===== src/rtl/rr_priority_encoder_if.sv =====
// Handshake bundle between request sources, the priority encoder and a binary-coded consumer.
// The slave modport is the encoder's view; the master modport is the view of whoever drives it.
interface rr_priority_encoder_if #(
    parameter int N     = 7,
    parameter int W     = $clog2(N + 1),
    parameter int CNT_W = 8
);
    logic             rr_en;
    logic             in_valid;
    logic             in_ready;
    logic [N-1:0]     req;
    logic             out_valid;
    logic             out_ready;
    logic [W-1:0]     out_code;
    logic [N-1:0]     out_onehot;
    logic             out_multi;
    logic [CNT_W-1:0] err_cnt;

    modport master (
        output rr_en, in_valid, req, out_ready,
        input  in_ready, out_valid, out_code, out_onehot, out_multi, err_cnt
    );

    modport slave (
        input  rr_en, in_valid, req, out_ready,
        output in_ready, out_valid, out_code, out_onehot, out_multi, err_cnt
    );
endinterface


===== src/rtl/rr_priority_encoder.sv =====
// Registered N-line-to-binary encoder with fixed-priority and round-robin grant,
// multi-hot detection, a saturating multi-hot counter and a one-hot echo of the winner.
module rr_priority_encoder #(
    parameter int N     = 7,
    parameter int W     = $clog2(N + 1),
    parameter int CNT_W = 8
) (
    input logic                 clk,
    input logic                 rst,
    rr_priority_encoder_if.slave bus
);
    localparam int PW = (N > 1) ? $clog2(N) : 1;

    logic [PW-1:0]    ptr;
    logic [PW-1:0]    grant_idx;
    logic             grant_any;
    logic             multi_hot;
    logic             accept;

    logic             valid;
    logic [W-1:0]     code;
    logic [N-1:0]     onehot;
    logic             multi;
    logic [CNT_W-1:0] count;

    assign bus.in_ready   = !valid || bus.out_ready;
    assign accept         = bus.in_valid && bus.in_ready;

    assign bus.out_valid  = valid;
    assign bus.out_code   = code;
    assign bus.out_onehot = onehot;
    assign bus.out_multi  = multi;
    assign bus.err_cnt    = count;

    assign grant_any = |bus.req;
    // Clearing the lowest set bit leaves something behind only when two or more bits are set.
    assign multi_hot = |(bus.req & (bus.req - N'(1)));

    // Later loop iterations overwrite earlier ones, so each loop walks from lowest to highest priority.
    always_comb begin
        int            idx;
        logic [PW-1:0] idx_v;
        grant_idx = '0;
        idx       = 0;
        idx_v     = '0;
        if (!bus.rr_en) begin
            for (int i = 0; i < N; i++) begin
                if (bus.req[PW'(i)]) begin
                    grant_idx = PW'(i);
                end
            end
        end else begin
            for (int k = N; k >= 1; k--) begin
                idx = int'(ptr) + k;
                if (idx >= N) begin
                    idx = idx - N;
                end
                idx_v = PW'(idx);
                if (bus.req[idx_v]) begin
                    grant_idx = idx_v;
                end
            end
        end
    end

    always_ff @(posedge clk or posedge rst) begin
        if (rst) begin
            valid  <= 1'b0;
            code   <= '0;
            onehot <= '0;
            multi  <= 1'b0;
        end else if (accept) begin
            valid  <= 1'b1;
            code   <= grant_any ? (W'(grant_idx) + W'(1)) : '0;
            onehot <= grant_any ? (N'(1) << grant_idx) : '0;
            multi  <= multi_hot;
        end else if (bus.out_ready) begin
            valid  <= 1'b0;
        end
    end

    // The pointer tracks the last grant in both modes so a mode switch resumes from there.
    always_ff @(posedge clk or posedge rst) begin
        if (rst) begin
            ptr <= PW'(N - 1);
        end else if (accept && grant_any) begin
            ptr <= grant_idx;
        end
    end

    always_ff @(posedge clk or posedge rst) begin
        if (rst) begin
            count <= '0;
        end else if (accept && multi_hot && (count != {CNT_W{1'b1}})) begin
            count <= count + CNT_W'(1);
        end
    end
endmodule


===== src/flat_wrapper.sv =====
// flat-port wrapper written by rule: the top's interface ports become plain ports
module rr_priority_encoder_flat 
#(
    parameter int N     = 7,
    parameter int W     = $clog2(N + 1),
    parameter int CNT_W = 8
)
  (clk, rst, bus_rr_en, bus_in_valid, bus_req, bus_out_ready, bus_in_ready, bus_out_valid, bus_out_code, bus_out_onehot, bus_out_multi, bus_err_cnt);
  rr_priority_encoder_if #(.N(N), .W(W), .CNT_W(CNT_W)) bus_i ();
  input logic clk;
  input logic rst;
  input wire logic [$bits(bus_i.rr_en)-1:0] bus_rr_en;
  input wire logic [$bits(bus_i.in_valid)-1:0] bus_in_valid;
  input wire logic [$bits(bus_i.req)-1:0] bus_req;
  input wire logic [$bits(bus_i.out_ready)-1:0] bus_out_ready;
  output wire logic [$bits(bus_i.in_ready)-1:0] bus_in_ready;
  output wire logic [$bits(bus_i.out_valid)-1:0] bus_out_valid;
  output wire logic [$bits(bus_i.out_code)-1:0] bus_out_code;
  output wire logic [$bits(bus_i.out_onehot)-1:0] bus_out_onehot;
  output wire logic [$bits(bus_i.out_multi)-1:0] bus_out_multi;
  output wire logic [$bits(bus_i.err_cnt)-1:0] bus_err_cnt;
  assign bus_i.rr_en = bus_rr_en;
  assign bus_i.in_valid = bus_in_valid;
  assign bus_i.req = bus_req;
  assign bus_i.out_ready = bus_out_ready;
  assign bus_in_ready = bus_i.in_ready;
  assign bus_out_valid = bus_i.out_valid;
  assign bus_out_code = bus_i.out_code;
  assign bus_out_onehot = bus_i.out_onehot;
  assign bus_out_multi = bus_i.out_multi;
  assign bus_err_cnt = bus_i.err_cnt;
  rr_priority_encoder #(.N(N), .W(W), .CNT_W(CNT_W)) u_core (.clk(clk), .rst(rst), .bus(bus_i));
endmodule

===== config.mk =====
export PLATFORM = sky130hd
export DESIGN_NAME = rr_priority_encoder_flat
export DESIGN_NICKNAME = d
export VERILOG_FILES = /design/src/rtl/rr_priority_encoder_if.sv /design/src/rtl/rr_priority_encoder.sv /design/src/flat_wrapper.sv
export SDC_FILE = /design/constraint.sdc
export NUM_CORES = 1
export LEC_CHECK = 0
export BUFFER_PORTS_ARGS = -buffer_cell sky130_fd_sc_hd__buf_2
export CAP_MARGIN = 30
export CORE_MARGIN = 2
export CORE_UTILIZATION = 65
export CTS_BUF_LIST = sky130_fd_sc_hd__clkbuf_2 sky130_fd_sc_hd__clkbuf_4 sky130_fd_sc_hd__clkbuf_8
export CTS_CLUSTER_DIAMETER = 60
export DETAILED_ROUTE_END_ITERATION = 10
export PLACE_DENSITY = 0.88
export SETUP_SLACK_MARGIN = 0.05
export SLEW_MARGIN = 10
export SYNTH_ARGS = -nofsm -noshare
export SYNTH_HDL_FRONTEND = slang
export SYNTH_SLANG_ARGS = --single-unit
export TNS_END_PERCENT = 50

===== constraint.sdc =====
create_clock -name clk -period 6 [get_ports clk]
set_clock_uncertainty 0.15 [all_clocks]
set_input_delay 0.9 -clock clk [delete_from_list [all_inputs] [get_ports clk]]
set_output_delay 0.9 -clock clk [all_outputs]
set_load 0.02 [all_outputs]

==> results.cfg <==
[sta]
fin_crit_ns = 4.45
finalCritPeriodShare_pct = 74.1
drv_slew = 0
relSlewSlack_pct = 56.4
setup_viol = 0
hold_violations = 0
setup_tns_ns = 0
rsz0062_at_grt = no
max_freq_mhz = 225
worst_pin_slew_ns = 0.652

[layout]
n_antenna_cell = 0
fin_nets = 384
seqCellArea_sq_um = 578
drive_above_1_share_pct = 18.6
area_delta_synth_final_pct = 8.03
multi_input_area_sq_mm = 0.00200
num-fill-cells = 299

[placed_design]
detailed_place_hpwl_um = 5330
port-buffer-count = 32
gp_congestion = 1.04

[die]
fp.dieArea_sq_mm = 0.00478
fp.dieW_um = 69.1
core_sq_mm = 0.00403
initial_core_util_pct = 68.4
die_y_um = 69.1
io_pins = 33
rows = 23

[critical_path]
critPathLaunchType = flip-flop
r2r-end = u_core.bus.out_code[2]
end_kind = flip-flop
worstPathMaxFanout = 25
r2r_cells = 15
critical_path.endpoint = u_core.bus.out_code[2]
timing.rr.start = u_core.ptr[1]
crit_type = flip-flop to flip-flop
required_ns = 6.03
worstSetupStartpoint = u_core.ptr[1]
ff2ff_setup_slack_ns = 1.55
arrival_ns = 4.48

[synthesis]
async_reset_ff_share_pct = 100
yosys_warnings = 0
syn_area_per_cell_sq_um = 8.18
ys_types = 75
syn_nets = 365
yosysSeqAreaShare_pct = 21.0
synthCells = 337
ys_ff_latch = 23
synth-edff-count = 0
yosys_most_used_dff = dfrtp_1
syn_area_sq_mm = 0.00276

[route]
routed_wl_um = 7600
wl_per_cell_um = 18.8
drc_errors = 0
drtIter0Drc = 365
avgViaCountPerCell = 6.90
num_vias = 2794
firstDrtPassIters = 5
drtAntennaViolNets = 0

[clock_network]
htreeDepth = 1
cts_hold_buf = 0
clockBufferDepth = 2
cts_tree = built
cts_sinks = 23
numCtsBuffers = 3
clkTransAtPathRegs_ns = 0.08
post-cts-setup-buffers = 0
worstSkewPairLatency_ns = 0.26
cts_root_buf = clkbuf_8
cts_resized = 0

[worst_hold_path]
min-delay-start = u_core.bus.out_code[2]
min_path_type = flip-flop to flip-flop

[flow_run]
max_cap_violations = 0

[status]
status = completed

[grt]
grt_max_degree = 39
grt_pass1_vias = 2683
antenna_found_initial = 0
grtUsageTotal_pct = 31.7
globalRouteOverflowTotal = 0
grt_pass1_wl_um = 12700
[critical path, stage by stage, from the launching register on]
cell      delay [ns]
dfstp_2         0.79
inv_2           0.15
ha_1            0.43
buf_16          0.21
mux2i_2         0.38
nand2_1         0.08
and3_1          0.17
a211o_1         0.28
mux2_2          0.30
a221oi_1        0.39
o21a_1          0.21
a211o_4         0.13
inv_1           0.06
ha_1            0.19
ha_1            0.27
o21ai_0         0.15
[kinds of logic after synthesis]
group                    synth area share (%)
AND/OR/NAND/NOR                          20.2
AO/OA/AOI/OAI                            29.7
multiplexers                             10.8
flip-flops                               21.0
adder cells (fa/ha/maj)                  7.90
XOR/XNOR                                 3.81
buffers and inverters                    6.58
[Yosys cell counts (9+ instances only)]
cell	instances	area (sq um)
nand2b_1	9	56.3
o21ai_0	20	100
mux2i_1	16	160
ha_1	15	188
nand3_1	9	45.0
a21oi_1	15	75.1
inv_1	16	60.1
dfrtp_1	21	526
nor2b_1	13	81.3
nand2_1	27	101
nor2_1	19	71.3
[how the worst min path moves through the flow]
stage / slack, ns / cells after the start / end
6_report: 0.34 / 2 / u_core.bus.out_code[2]
5_1_grt: 0.36 / 2 / u_core.bus.out_multi
4_1_cts: 0.34 / 2 / u_core.bus.out_code[2]
3_5_place_dp: 0.32 / 2 / u_core.bus.out_code[2]
3_3_place_gp: 0.31 / 2 / u_core.bus.out_code[1]
2_1_floorplan: 0.44 / 2 / u_core.bus.out_code[1]
[routing by layer]
metal	GRT usage [%]	vias to the layer above	part of all wire (%)
met5	0	-	0
met4	14.8	0	3.8
met3	1.90	32	8.8
met2	51.5	167	48
met1	43.2	1301	40
li1	-	1294	-
[metrics by stage]
stage          utilization (%)  hold slack (ns)  instance area (sq um)  instances  setup slack, ns
6_report                  73.9            0.340                   2980        405             1.55
3_3_place_gp              71.4            0.312                   2880        399             1.33
4_1_cts                   72.5            0.343                   2920        403             1.15
2_1_floorplan                -            0.440                   2760        337             2.09
5_1_grt                   73.9            0.357                   2980        405             1.23
3_5_place_dp              71.4            0.325                   2880        399             1.18
[cell type report]
class,instances,area share [%]
multi-input combinational,274,67.1
sequential,23,19.4
timing repair buffer,35,7.48
inverter,19,2.39
tap,50,2.10
clock buffer,3,1.39
clock inverter,1,0.168
[registers in the layout, summed over array words and instances (netlist names)]
name / cells
u_core.bus.err_cnt: 8
u_core.bus.out_code: 3
u_core.bus.out_multi: 1
u_core.bus.out_onehot: 7
u_core.bus.out_valid: 1
u_core.ptr: 3
[cells in the final DEF, fill, tap and decap left out, types with 4 or more instances in the layout]
cell type,n
o22ai_1,4
a22o_1,6
o21ai_0,20
nand2_1,27
o211ai_1,5
buf_2,32
nor2_1,19
inv_1,16
ha_1,15
nand3_1,9
dfrtp_1,21
nor2b_1,13
a31oi_1,6
nand4_1,4
mux2_2,8
nor3_1,5
nand2b_1,9
xor2_1,4
mux2i_1,16
xnor2_1,8
a21oi_1,15
o21ai_1,8
o21a_1,4
and3_1,5
a221oi_1,5
Power is not shown: default switching activity piles up to over one toggle a cycle in this logic, so the estimate is an artifact.
